--- src/rtl/rx_reset_seq.sv ---
// rx_reset_seq: per-channel RX transceiver reset sequencer. Each channel steps through analog reset, calibration wait, lock qualification and digital reset to ready, and retries a bounded number of times on lock timeout.
// Latency: the lock and calibration inputs pass through a 2-flop synchroniser. Outputs are registered and follow the state one cycle after the decision.
// Backpressure: none. Each channel is paced only by its synchronised PHY status and its own rx_ch_reset.
// Ports: clock/reset (sync, active-high); rx_ch_reset, rx_is_lockedtodata, rx_cal_busy in [NUM_CH];
//        rx_analogreset, rx_digitalreset, rx_ready, rx_fail out [NUM_CH]; rx_retry_cnt out [NUM_CH*RETRY_W].
module rx_reset_seq #(
  parameter int NUM_CH       = 5,
  parameter int T_ANALOG     = 8,
  parameter int T_LTD        = 16,
  parameter int T_DIGITAL    = 4,
  parameter int LOCK_TIMEOUT = 64,
  parameter int MAX_RETRY    = 3,
  parameter int RETRY_W      = 4
) (
  input  logic                        clock,
  input  logic                        reset,
  input  logic [NUM_CH-1:0]           rx_ch_reset,
  input  logic [NUM_CH-1:0]           rx_is_lockedtodata,
  input  logic [NUM_CH-1:0]           rx_cal_busy,
  output logic [NUM_CH-1:0]           rx_analogreset,
  output logic [NUM_CH-1:0]           rx_digitalreset,
  output logic [NUM_CH-1:0]           rx_ready,
  output logic [NUM_CH-1:0]           rx_fail,
  output logic [NUM_CH*RETRY_W-1:0]   rx_retry_cnt
);

  // One counter width serves every phase; it only ever holds (limit - 1).
  localparam int M1      = (T_ANALOG > T_LTD) ? T_ANALOG : T_LTD;
  localparam int M2      = (T_DIGITAL > LOCK_TIMEOUT) ? T_DIGITAL : LOCK_TIMEOUT;
  localparam int CNT_MAX = (M1 > M2) ? M1 : M2;
  localparam int CNT_W   = (CNT_MAX > 1) ? $clog2(CNT_MAX) : 1;

  if (MAX_RETRY < 1) begin : g_bad_max_retry
    $error("rx_reset_seq: MAX_RETRY must be at least 1");
  end
  if (T_ANALOG < 1 || T_LTD < 1 || T_DIGITAL < 1 || LOCK_TIMEOUT < 1) begin : g_bad_timing
    $error("rx_reset_seq: T_ANALOG, T_LTD, T_DIGITAL and LOCK_TIMEOUT must be at least 1");
  end
  if (MAX_RETRY > (2 ** RETRY_W) - 1) begin : g_bad_retry_w
    $error("rx_reset_seq: RETRY_W too narrow to hold MAX_RETRY");
  end

  typedef enum logic [2:0] {
    ST_ANALOG, ST_WAIT_CAL, ST_WAIT_LOCK, ST_DIGITAL, ST_READY, ST_FAIL
  } state_t;

  // Two-flop synchronisers for the asynchronous PHY status inputs.
  logic [NUM_CH-1:0] lock_m_q, lock_s_q, cal_m_q, cal_s_q;

  always_ff @(posedge clock) begin
    if (reset) begin
      lock_m_q <= '0;
      lock_s_q <= '0;
      cal_m_q  <= '0;
      cal_s_q  <= '0;
    end else begin
      lock_m_q <= rx_is_lockedtodata;
      lock_s_q <= lock_m_q;
      cal_m_q  <= rx_cal_busy;
      cal_s_q  <= cal_m_q;
    end
  end

  for (genvar i = 0; i < NUM_CH; i++) begin : g_ch
    state_t             state_q, state_d;
    logic [CNT_W-1:0]   cnt_q, cnt_d, stab_q, stab_d;
    logic [RETRY_W-1:0] retry_q, retry_d, retry_inc;
    logic               ana_q, dig_q, rdy_q, fail_q;
    logic               lock_s, cal_s;

    assign lock_s    = lock_s_q[i];
    assign cal_s     = cal_s_q[i];
    assign retry_inc = (retry_q == {RETRY_W{1'b1}}) ? retry_q : retry_q + 1'b1;

    always_comb begin
      state_d = state_q;
      cnt_d   = cnt_q;
      stab_d  = stab_q;
      retry_d = retry_q;
      if (rx_ch_reset[i]) begin
        // Held request keeps cnt at 0, so the analog count starts after release.
        state_d = ST_ANALOG;
        cnt_d   = '0;
        stab_d  = '0;
        retry_d = '0;
      end else begin
        case (state_q)
          ST_ANALOG: begin
            if (cnt_q == CNT_W'(T_ANALOG - 1)) begin
              state_d = ST_WAIT_CAL;
              cnt_d   = '0;
            end else begin
              cnt_d = cnt_q + 1'b1;
            end
          end
          ST_WAIT_CAL: begin
            if (!cal_s) begin
              state_d = ST_WAIT_LOCK;
              cnt_d   = '0;
              stab_d  = '0;
            end
          end
          ST_WAIT_LOCK: begin
            cnt_d  = cnt_q + 1'b1;
            stab_d = lock_s ? stab_q + 1'b1 : '0;
            // Qualification is tested first so it wins a tie with the timeout.
            if (lock_s && stab_q == CNT_W'(T_LTD - 1)) begin
              state_d = ST_DIGITAL;
              cnt_d   = '0;
              stab_d  = '0;
            end else if (cnt_q == CNT_W'(LOCK_TIMEOUT - 1)) begin
              retry_d = retry_inc;
              cnt_d   = '0;
              stab_d  = '0;
              state_d = (retry_inc >= RETRY_W'(MAX_RETRY)) ? ST_FAIL : ST_ANALOG;
            end
          end
          ST_DIGITAL: begin
            if (!lock_s) begin
              state_d = ST_WAIT_LOCK;
              cnt_d   = '0;
              stab_d  = '0;
            end else if (cnt_q == CNT_W'(T_DIGITAL - 1)) begin
              state_d = ST_READY;
              cnt_d   = '0;
            end else begin
              cnt_d = cnt_q + 1'b1;
            end
          end
          ST_READY: begin
            // Recalibration outranks lock loss: the CDR is expected to drop during cal.
            if (cal_s) begin
              state_d = ST_WAIT_CAL;
            end else if (!lock_s) begin
              state_d = ST_WAIT_LOCK;
              cnt_d   = '0;
              stab_d  = '0;
            end
          end
          ST_FAIL: begin
            state_d = ST_FAIL;
          end
          default: begin
            state_d = ST_ANALOG;
            cnt_d   = '0;
            stab_d  = '0;
          end
        endcase
      end
    end

    // Outputs are decoded from the next state so they line up with state_q.
    always_ff @(posedge clock) begin
      if (reset) begin
        state_q <= ST_ANALOG;
        cnt_q   <= '0;
        stab_q  <= '0;
        retry_q <= '0;
        ana_q   <= 1'b1;
        dig_q   <= 1'b1;
        rdy_q   <= 1'b0;
        fail_q  <= 1'b0;
      end else begin
        state_q <= state_d;
        cnt_q   <= cnt_d;
        stab_q  <= stab_d;
        retry_q <= retry_d;
        ana_q   <= (state_d == ST_ANALOG) || (state_d == ST_FAIL);
        dig_q   <= (state_d != ST_READY);
        rdy_q   <= (state_d == ST_READY);
        fail_q  <= (state_d == ST_FAIL);
      end
    end

    assign rx_analogreset[i]                   = ana_q;
    assign rx_digitalreset[i]                  = dig_q;
    assign rx_ready[i]                         = rdy_q;
    assign rx_fail[i]                          = fail_q;
    assign rx_retry_cnt[i*RETRY_W +: RETRY_W]  = retry_q;
  end

endmodule

--- config.mk ---
export PLATFORM = sky130hd
export DESIGN_NAME = rx_reset_seq
export DESIGN_NICKNAME = d
export VERILOG_FILES = /design/src/rtl/rx_reset_seq.sv
export SDC_FILE = /design/constraint.sdc
export NUM_CORES = 1
export LEC_CHECK = 0
export CORE_UTILIZATION = 35
export CTS_CLUSTER_SIZE = 24
export DETAILED_ROUTE_END_ITERATION = 8
export RECOVER_POWER = 50
export SLEW_MARGIN = 40
export SYNTH_ARGS = -nofsm -noshare
export SYNTH_HDL_FRONTEND = slang
export SYNTH_SLANG_ARGS = --single-unit
--- constraint.sdc ---
create_clock -name clock -period 4 [get_ports clock]
set_input_delay 0.8 -clock clock [delete_from_list [all_inputs] [get_ports clock]]
set_output_delay 0.8 -clock clock [all_outputs]
set_load 0.05 [all_outputs]
[After elaboration in Yosys (flattened, before gate mapping)]
Index checks and enable logic that the tools add are counted.
Cells by class
  $add $sub $neg: 15
  $lt $le $gt $ge: 5
  equality and inequality tests: 80
  mux-type cells: 135
  bitwise logic cells: 15
  reductions and logical operators: 45
Operators by type and width (number)
  $mux W6: 65
  $pmux W6 S6: 5
  $mux W3: 50
  $pmux W6 S5: 5
  $pmux W3 S6: 5
  $add A6 B1 Y6 const B: 10
  $eq A3 B3 Y1 const B: 20
  $eq A3 B2 Y1 const B: 10
  $eq A6 B2 Y1 const B: 5
  $eq A6 B3 Y1 const B: 5
  $eq A6 B4 Y1 const B: 5
  $eq A6 B6 Y1 const B: 5
  $logic_not A3 Y1: 10
  $ne A2 B2 Y1 const B: 15
  $reduce_and A3 Y1: 10
  $add A4 B1 Y4 const B: 5
  $eq A4 B4 Y1 const B: 5
  $ge A4 B2 Y1 const B: 5
  $mux W4: 5
  $reduce_and A4 Y1: 5
  $reduce_or A2 Y1: 10
  $eq A3 B1 Y1 const B: 5
  $ne A3 B3 Y1 const B: 5
  $not A1 Y1: 15
  2 further kinds: 10
Storage, ports and cells
  register bits: 135
  input bits: 17
  output and inout port bits: 40
  word-level logic and storage cells: 339

[Logic depth before layout (Yosys ltp)]
Gate-level depths: netlist (run 1).
  depth after elaboration: 10
  mapped depth: 8
  mapped depth without buffers: 8

[Worst setup path before layout (run 1)]
Ideal clock, no wire load.
  path type: flip-flop to flip-flop
  from: register g_ch[1].retry_q[0]
  to: register g_ch[1].ana_q
  library setup time: 0.122 ns
  data arrival time: 2.385 ns
  required time: 3.878 ns
  path slack: 1.492 ns
  cell stages (with the launch flop): 8
  buffers on the path: 0
  clock period less this slack: 2.508 ns
  cells stage by stage: dfxtp_1 > ha_1 > a21bo_2 > a2111oi_4 > o22ai_1 > o31ai_2 > nor2_1 > a311o_1
Between the ends
  word-level cells in the longest chain between the ends: 10
  elaborated cells between the ends (all ways): 12
  classes of those cells: add/sub: 1; order compare: 1; eq/ne: 2; mux: 6; reduce/logical: 2
Ends and longest elaborated chain
  from (decl): line 67  | logic [RETRY_W-1:0] retry_q, retry_d, retry_inc;
  from (signal assigned): line 167  | retry_q <= retry_d;
  $add A4 B1 Y4 or $eq A4 B4 Y1 (tied branches): line 73  | assign retry_inc = (retry_q == {RETRY_W{1'b1}}) ? retry_q : retry_q + 1'b1;
  $mux W4 (*): line 73
  $ge A4 B2 Y1 (*): line 115  | state_d = (retry_inc >= RETRY_W'(MAX_RETRY)) ? ST_FAIL : ST_ANALOG;
  $mux W3 (*): line 115
  $mux W3 (*): line 111  | end else if (cnt_q == CNT_W'(LOCK_TIMEOUT - 1)) begin
  $mux W3 (*): line 107  | if (lock_s && stab_q == CNT_W'(T_LTD - 1)) begin
  $pmux W3 S6 (*): line 87  | case (state_q)
  $mux W3 (*): line 80  | if (rx_ch_reset[i]) begin
  $eq A3 B3 Y1 or $logic_not A3 Y1 (tied branches): line 168  | ana_q <= (state_d == ST_ANALOG) || (state_d == ST_FAIL);
  $logic_or A1 B1 Y1 (*): line 168
  to (signal assigned): line 168
  to (decl): line 68  | logic ana_q, dig_q, rdy_q, fail_q;
Mark *: on every way between the ends. The rest lies on a longest branch, timed or not.
A chain may end at the register's enable or synchronous reset.

[Worst setup path in the final report (run 1)]
  from: input reset
  to: register g_ch[3].cnt_q[5]
Between the ends
  word-level cells in the longest chain between the ends: 1
Ends and longest elaborated chain
  from (decl): line 16  | input logic reset,
  $reduce_or A2 Y1 (no source line)
  to (signal assigned): line 165  | cnt_q <= cnt_d;
  to (decl): line 66  | logic [CNT_W-1:0] cnt_q, cnt_d, stab_q, stab_d;
Every way passes these cells.

==> impl_metrics.yaml, run 1 <==
power_and_ir_drop:
  ir_drop_mv: 0.2906
  p_leak_uw: 0.002807
  power.density_cell_area_nw_per_um2: 360.4
timing:
  max_freq_mhz: 334.9
  final-setup-viol-count: 0
  post-route-min-period_ns: 2.986
  setup_tns_ns: 0
  min_period_over_period_pct: 74.65
  rsz0062_at_grt: "false"
  slew_violations: 0
  tightest_slew_ns: 1.333
  timing.final.ws_setup_ns: 1.014
  final-hold-violation-count: 0
  skew_ns: 0.007626
  hold_ws_ns: 0.4358
  max_slew_margin_pct: 11.16
yosys:
  yosys.cell_types.count: 75
  synth_flop_cell: "dfxtp_1"
  synth_cells: 850
  synth_area_um2: 6987
  yosys_warnings: 0
  netlist_top_cells_area: "dfxtp_1, nor2_1, nand2_1, a21oi_1, nor2b_1"
  synth_seq_cells: 135
  seq_area_frac_synth_pct: 38.68
  synth_fp_nets: 882
  synth_edf_count: 0
  yosys.area.top_type: "dfxtp_1"
  yosysTopAreaCellShare_pct: 38.68
  post_synth.cell_area_avg_um2: 8.220
  synth-async-reset-ratio_pct: 0
detailed_routing:
  wl_um: 15260
  drc: 0
  first_iter_violations: 325
  wire_per_inst_um: 13.27
  ant_nets: 0
  via_per_inst: 5.290
  num_vias: 6084
  firstDrtPassIters: 4
critical_path:
  critPathMaxStageDelay_ns: 0.97
  crit_required_ns: 4.30
  critPathKind: "input port to flip-flop"
  end_kind: "flip-flop"
  critPathTopFamily: "buffers and inverters"
  crit_arrival_ns: 3.29
  crit_path_start_kind: "input port"
  crit_slowest_cell: "clkbuf_1"
  critPathMaxFanout: 30
  r2r_slack_ns: 1.57
  path_buf_inv: 2
  cp_cell_sequence: "dlygate4sd3_1 -> clkbuf_1 -> or2_0 -> nor3_1 -> o21ai_0 -> nand2_1"
layout:
  multi_input_area_um2: 3885
  drive_above_1_share_pct: 6.215
  seq_area_um2: 2703
  layout_common_cells: "dfxtp_1, nor2_1, nand2_1"
  design_area_um2: 8173
  instances_no_fill: 1150
  antenna_cells: 0
  synthToLayoutAreaGrowth_pct: 16.98
  fill_cells: 1995
  nets: 904
  final_common_cell: "dfxtp_1"
worst_hold_path:
  hold_class: "flip-flop to flip-flop"
grt:
  antenna_found_initial: 0
  grt_pass1_vias: 5514
  grt_max_degree: 31
  grt_pass1_wl_um: 25960
  gr-total-overflow: 0
  grt_use_total_pct: 15.70
floorplanning:
  dieHeight_um: 143.3
  initial_utilization_pct: 35.78
  core_um2: 19530
  dieArea_um2: 20530
  io-pin-count: 57
  die_x_um: 143.3
  row_count: 51
cts:
  h-tree-depth: 4
  cts-root-buf: "clkbuf_16"
  post_cts_buffers: 0
  cts_hold_buf: 0
  cts_resized: 0
  clk_pin_slew_ns: 0.06
  clock_latency_ns: 0.42
  cts_buffers: 17
  cts.sinks: 135
  cts_tree: "yes"
  clockBufferDepth: 2
placed_design:
  portBuffers: 56
  dpl_cell_area_um2: 7600
  dp_hpwl_um: 10620
  pre_cts_ws_ns: 1.359
  dp_cells: 1118
  place_congestion: 0.8691
run:
  maxCapViolCount: 0
outcome:
  status: "finished, final reports clean"
[metrics by stage]
stage                     util [%]  power (uW)
after floorplan                  -        1441
after global placement       38.90        1472
after detailed placement     38.92        1472
after CTS                    41.87        2996
after global routing         41.86        3067
final                        41.86        2945
[worst register-to-register path, cell delays in order (launching register included)]
cell       delay (ns)
dfxtp_1          0.43
ha_1             0.27
a21bo_2          0.26
a2111oi_4        0.39
o22ai_1          0.14
o31ai_2          0.42
nor2_1           0.08
a311o_1          0.33
[synth_stat cells (all sizes together), types with 7 or more instances]
master,n
nor3,36
or3,9
or2,9
a211oi,20
a21oi,54
buf,30
dfxtp,135
clkbuf,24
nand3,30
ha,15
xnor2,11
a21o,7
nor2,92
nand4,19
nand2b,8
xor2,19
inv,30
nand2,74
a22oi,9
and3,12
and2,15
nor2b,36
a31oi,11
o21ai,34
and4,7
[cell families (layout without fill, tap and decap cells)]
group           count (synthesis)  after routing  synth area share [%]
flops                         135            135                 38.68
mux                             8              8                 1.182
compound gates                195            195                 19.14
fa+ha+maj                      15             15                 2.686
simple gates                  383            383                 28.76
buf+inv                        84            119                 5.784
xor+xnor                       30             30                 3.761
[flip-flops by register name, indices dropped and copies added, names as in the netlist]
name	count
g_ch.cnt_q	30
g_ch.stab_q	30
g_ch.retry_q	20
g_ch.state_q	15
cal_m_q	5
cal_s_q	5
g_ch.ana_q	5
g_ch.dig_q	5
g_ch.fail_q	5
g_ch.rdy_q	5
lock_m_q	5
lock_s_q	5
[final cells by class]
type	count	area share [%]
clock buffer	19	5.542
clock inverter	13	1.516
inverter	30	1.378
multi-input combinational	631	47.54
sequential	135	33.07
tap	265	4.057
timing repair buffer	57	6.904
[power by group]
part           internal, uW  switching, uW  leakage [uW]  total (uW)
clock                   893            611      0.000276        1500
combinational          31.8           37.4       0.00144        69.2
sequential             1360           12.9       0.00109        1370
total                  2280            661       0.00281        2950
[layer usage]
layer / share of wire [%] / wire length (um) / track usage [%] / up-vias
met5: 0 / 0 / 0 / -
met4: 1.6 / 246 / 6.271 / 0
met3: 4.1 / 626 / 3.689 / 19
met2: 46 / 6959 / 25.26 / 133
met1: 49 / 7423 / 20.19 / 2821
li1: - / - / - / 3111
[worst paths after layout]
path,start,endpoint,cells past startpoint
max,reset,g_ch[3].cnt_q[5],6
min,lock_m_q[2],lock_s_q[2],1
max reg2reg,g_ch[1].retry_q[0],g_ch[1].ana_q,7
min reg2reg,lock_m_q[2],lock_s_q[2],1
Power figures use the tool's default switching activity.
==> inputs of run 2 (changes only) <==
Clock period 4 ns to 2.45 ns, I/O delays scaled along.
==> impl_metrics.yaml, run 2 (synthesized netlist as in run 1, its figures left out) <==
placed_design:
  place_congestion: 0.8306
  dp_cells: 1143
  dp_hpwl_um: 10950
  portBuffers: 56
detailed_routing:
  drc: 0
  firstDrtPassIters: 5
  num_vias: 6067
  top_layer: "met4"
  wl_um: 15450
  ant_nets: 0
  via_per_inst: 5.177
  first_iter_violations: 349
  wl_met1_um: 7777
  routed-wl-met3_um: 613
  wire_per_inst_um: 13.18
  met2_length_um: 6952
cts:
  h-tree-depth: 4
  cts-root-buf: "clkbuf_16"
  cts_hold_buf: 0
  cts_buffers: 17
  clock_latency_ns: 0.42
  cts.sinks: 135
  clk_pin_slew_ns: 0.06
  cts_tree: "yes"
  clockBufferDepth: 2
  post_cts_buffers: 0
power_and_ir_drop:
  seq_power_share_pct: 48.4
  combinationalPowerShare_pct: 2.5
  switching_share_pct: 21.61
  ir_drop_mv: 0.4085
  power.internal_uw: 3634
  power_frac_clock_pct: 49.1
  switching_power_uw: 1002
  power.density_cell_area_nw_per_um2: 557.8
  p_leak_uw: 0.002915
layout:
  nets: 929
  drive_above_1_share_pct: 8.710
  layout_common_cells: "dfxtp_1, nor2_1, nand2_1"
  final_common_cell: "dfxtp_1"
  synthToLayoutAreaGrowth_pct: 18.98
  reg_top3: "g_ch.cnt_q x30, g_ch.stab_q x30, g_ch.retry_q x20"
  antenna_cells: 0
  instances_no_fill: 1172
critical_path:
  crit_path_start_kind: "flip-flop"
  crit_slowest_cell: "dfxtp_2"
  crit_required_ns: 2.75
  critPathMaxStageDelay_ns: 0.38
  r2r_slack_ns: 0.18
  crit_arrival_ns: 2.58
  end_kind: "flip-flop"
  critPathKind: "flip-flop to flip-flop"
  cp_cell_sequence: "ha_1 -> a21bo_2 -> a2111oi_4 -> o22ai_1 -> o31ai_4 -> nor2_1 -> a311o_1"
  critPathMaxFanout: 6
timing:
  final-setup-viol-count: 0
  max_slew_margin_pct: 44.67
  post-route-min-period_ns: 2.272
  slew_violations: 0
  tightest_slew_ns: 0.8299
  setup_tns_ns: 0
  skew_ns: 0.006490
  final-hold-violation-count: 0
  min_period_over_period_pct: 92.73
  max_freq_mhz: 440.1
grt:
  grt_use_total_pct: 15.48
  grt_pass1_vias: 5401
  grt_max_degree: 20
  gr-total-overflow: 0
  grt_pass1_wl_um: 25360
  antenna_found_initial: 0
outcome:
  status: "finished, final reports clean"
floorplanning:
  io-pin-count: 57
  dieHeight_um: 143.3
  dieArea_um2: 20530
  die_x_um: 143.3
  initial_utilization_pct: 35.78
  core_um2: 19530
  row_count: 51
worst_hold_path:
  hold_class: "flip-flop to flip-flop"
run:
  maxCapViolCount: 0
run 2: metal layers:
layer | vias to the layer above | GRT usage [%]
li1 | 3143 | -
met1 | 2806 | 20.80
met2 | 110 | 24.11
met3 | 8 | 3.924
met4 | 0 | 4.983
met5 | - | 0
run 2: worst max-delay path, delay by kind of cell (launching register included):
kind                     cells  cell delay [ns]
AO/OA/AOI/OAI                5             1.45
adder cells (fa/ha/maj)      1             0.27
AND/OR/NAND/NOR              1             0.07
flip-flops                   1             0.38
run 2: cell type report:
| cell class | count | area [um2] |
|---|---|---|
| fillers | 1996 | 11210 |
| well taps | 265 | 331.6 |
| clock buffers | 18 | 429.2 |
| clock inverters | 11 | 87.58 |
| inverters | 30 | 112.6 |
| multi-input cells | 631 | 3910 |
| flip-flops and latches | 135 | 2706 |
| repair buffers | 82 | 735.7 |
run 2: power by group through the flow:
stage | Sequential (uW) | Clock [uW] | Combinational, uW
6_report | 2240 | 2280 | 117
5_1_grt | 2240 | 2450 | 131
4_1_cts | 2240 | 2350 | 122
3_5_place_dp | 2290 | 0 | 121
3_3_place_gp | 2290 | 0 | 121
2_1_floorplan | 2280 | 0 | 75.3
run 2: through the flow:
stage	worst slack (ns)	cell area [um2]	utilization [%]	total power (uW)	hold slack, ns
floorplan	0.01363	6990	-	2352	0.4138
global placement	0.09694	7786	39.88	2411	0.4194
detailed placement	0.06399	7786	39.88	2411	0.4243
CTS	0.03757	8303	42.52	4712	0.4372
global route	-0.0004976	8313	42.57	4822	0.4607
finish	0.1780	8313	42.57	4637	0.4354
run 2: timing repair:
action | CTS | global route
resized for setup | 0 | 5
hold endpoints to repair | 0 | 0
setup endpoints to repair | 0 | 7
run 2: worst paths after layout:
check	from	cells past startpoint	end
setup / recovery	g_ch[1].retry_q[0]	7	g_ch[1].ana_q
setup reg to reg	g_ch[1].retry_q[0]	7	g_ch[1].ana_q
hold / removal	cal_m_q[4]	1	cal_s_q[4]
hold reg to reg	cal_m_q[4]	1	cal_s_q[4]
==> inputs of run 3 (changes only) <==
Settings changed: CORE_MARGIN from default to 5.
==> impl_metrics.yaml, run 3 (synthesized netlist as in run 1, its figures left out) <==
timing:
  slew_violations: 0
  skew_ns: 0.009271
  tightest_slew_ns: 0.5885
  post-route-min-period_ns: 2.276
  min_period_over_period_pct: 92.90
  final-setup-viol-count: 0
  max_slew_margin_pct: 60.21
  max_freq_mhz: 439.3
  final-hold-violation-count: 0
  hold_ws_ns: 0.4356
detailed_routing:
  num_vias: 6075
  via_per_inst: 5.179
  first_iter_violations: 368
  firstDrtPassIters: 5
  ant_nets: 0
  drc: 0
  wl_um: 15650
  wire_per_inst_um: 13.34
grt:
  gr-total-overflow: 0
  antenna_found_initial: 0
  grt_pass1_vias: 5526
  grt_max_degree: 31
  grt_use_total_pct: 14.08
  grt_pass1_wl_um: 26570
placed_design:
  place_congestion: 0.8430
  portBuffers: 56
  dp_hpwl_um: 11010
  dpl_cell_area_um2: 7784
power_and_ir_drop:
  seq_power_share_pct: 45.5
  power.internal_uw: 3839
  switching_power_uw: 1089
  ir_drop_mv: 0.4393
  power.density_cell_area_nw_per_um2: 588.2
  combinationalPowerShare_pct: 2.5
  p_leak_uw: 0.002932
  power_frac_clock_pct: 52.1
  switching_share_pct: 22.09
run:
  maxCapViolCount: 0
layout:
  reg_top3: "g_ch.cnt_q x30, g_ch.stab_q x30, g_ch.retry_q x20"
  antenna_cells: 0
  synthToLayoutAreaGrowth_pct: 19.91
  layout_common_cells: "dfxtp_1, nor2_1, nand2_1"
  design_area_um2: 8378
  final_common_cell: "dfxtp_1"
  drive_above_1_share_pct: 8.811
  nets: 927
cts:
  cts_tree: "yes"
  cts_buffers: 17
  clk_pin_slew_ns: 0.06
  h-tree-depth: 4
  cts.sinks: 135
  clock_latency_ns: 0.42
  clockBufferDepth: 2
  cts-root-buf: "clkbuf_16"
floorplanning:
  row_count: 51
  dieHeight_um: 151.3
  die_x_um: 151.3
  io-pin-count: 57
  core_um2: 19590
  initial_utilization_pct: 35.66
  dieArea_um2: 22890
critical_path:
  crit_path_start_kind: "flip-flop"
  critPathKind: "flip-flop to flip-flop"
  crit_arrival_ns: 2.59
  crit_required_ns: 2.77
  end_kind: "flip-flop"
  critPathMaxFanout: 6
outcome:
  status: "finished, final reports clean"
worst_hold_path:
  hold_class: "flip-flop to flip-flop"
-- run 3: cell count changes in the layout (fill, tap and decap cells not counted), sizes merged --
| cell | before | now |
|---|---|---|
| inv | 30 | 33 |
| buf | 19 | 20 |
| clkdlybuf4s50 | 42 | 39 |
| clkinvlp | 3 | 5 |
| clkinv | 7 | 3 |
| dlygate4sd3 | 14 | 17 |
| clkbuf | 25 | 23 |
| bufinv | 1 | 2 |
-- run 3: worst paths after layout --
path | start | to | slack [ns] | depth (start not counted)
hold reg to reg | cal_m_q[4] | cal_s_q[4] | 0.44 | 1
hold / removal | cal_m_q[4] | cal_s_q[4] | 0.44 | 1
setup / recovery | g_ch[3].retry_q[0] | g_ch[3].rdy_q | 0.17 | 7
setup reg to reg | g_ch[3].retry_q[0] | g_ch[3].rdy_q | 0.17 | 7
-- run 3: worst max-delay path: stages (launching register included) --
cell and delay, ns:
dfxtp_1 0.43, ha_1 0.28, a21bo_2 0.25, a2111oi_2 0.41, nor4_1 0.12, a211oi_1 0.40, nor2_1 0.13, and2_1 0.16
-- run 3: through the flow --
step | instances | worst slack [ns] | TNS, ns | utilization (%) | total power [uW]
6_report | 1173 | 0.1739 | 0 | 42.77 | 4928
5_1_grt | 1173 | -0.002657 | -0.002657 | 42.77 | 5123
4_1_cts | 1173 | 0.1487 | 0 | 42.82 | 5005
3_5_place_dp | 1141 | 0.06665 | 0 | 39.73 | 2411
3_3_place_gp | 1141 | 0.1214 | 0 | 39.73 | 2410
2_1_floorplan | 850 | 0.01363 | 0 | - | 2352
-- run 3: timing repair --
| item | 4_1_cts | 5_1_grt |
|---|---|---|
| resized for setup | 1 | 2 |
| endpoints found under the setup margin | 1 | 4 |
| hold buffers | 0 | 0 |
| buffers inserted | 0 | 0 |
-- run 3: cell type report --
class / count / area, um2
Fill cell: 1964 / 11210
Timing Repair Buffer: 80 / 738.2
Clock inverter: 13 / 146.4
Clock buffer: 19 / 452.9
Inverter: 30 / 112.6
Tap cell: 265 / 331.6
Sequential cell: 135 / 2706
Multi-Input combinational cell: 631 / 3890
-- run 3: power by group through the flow --
| stage | registers, uW | logic, uW | clock network (uW) |
|---|---|---|---|
| floorplan | 2280 | 75.3 | 0 |
| global placement | 2290 | 121 | 0 |
| detailed placement | 2290 | 121 | 0 |
| CTS | 2240 | 122 | 2640 |
| global route | 2240 | 135 | 2740 |
| finish | 2240 | 121 | 2570 |
-- run 3: routing by layer --
| layer | up-vias | wire length [um] | part of all wire [%] | track usage, % |
|---|---|---|---|---|
| li1 | 3137 | - | - | - |
| met1 | 2795 | 7852 | 50 | 19.63 |
| met2 | 133 | 6908 | 44 | 21.54 |
| met3 | 10 | 738 | 4.7 | 3.680 |
| met4 | 0 | 146 | 0.93 | 3.762 |
| met5 | - | 0 | 0 | 0 |
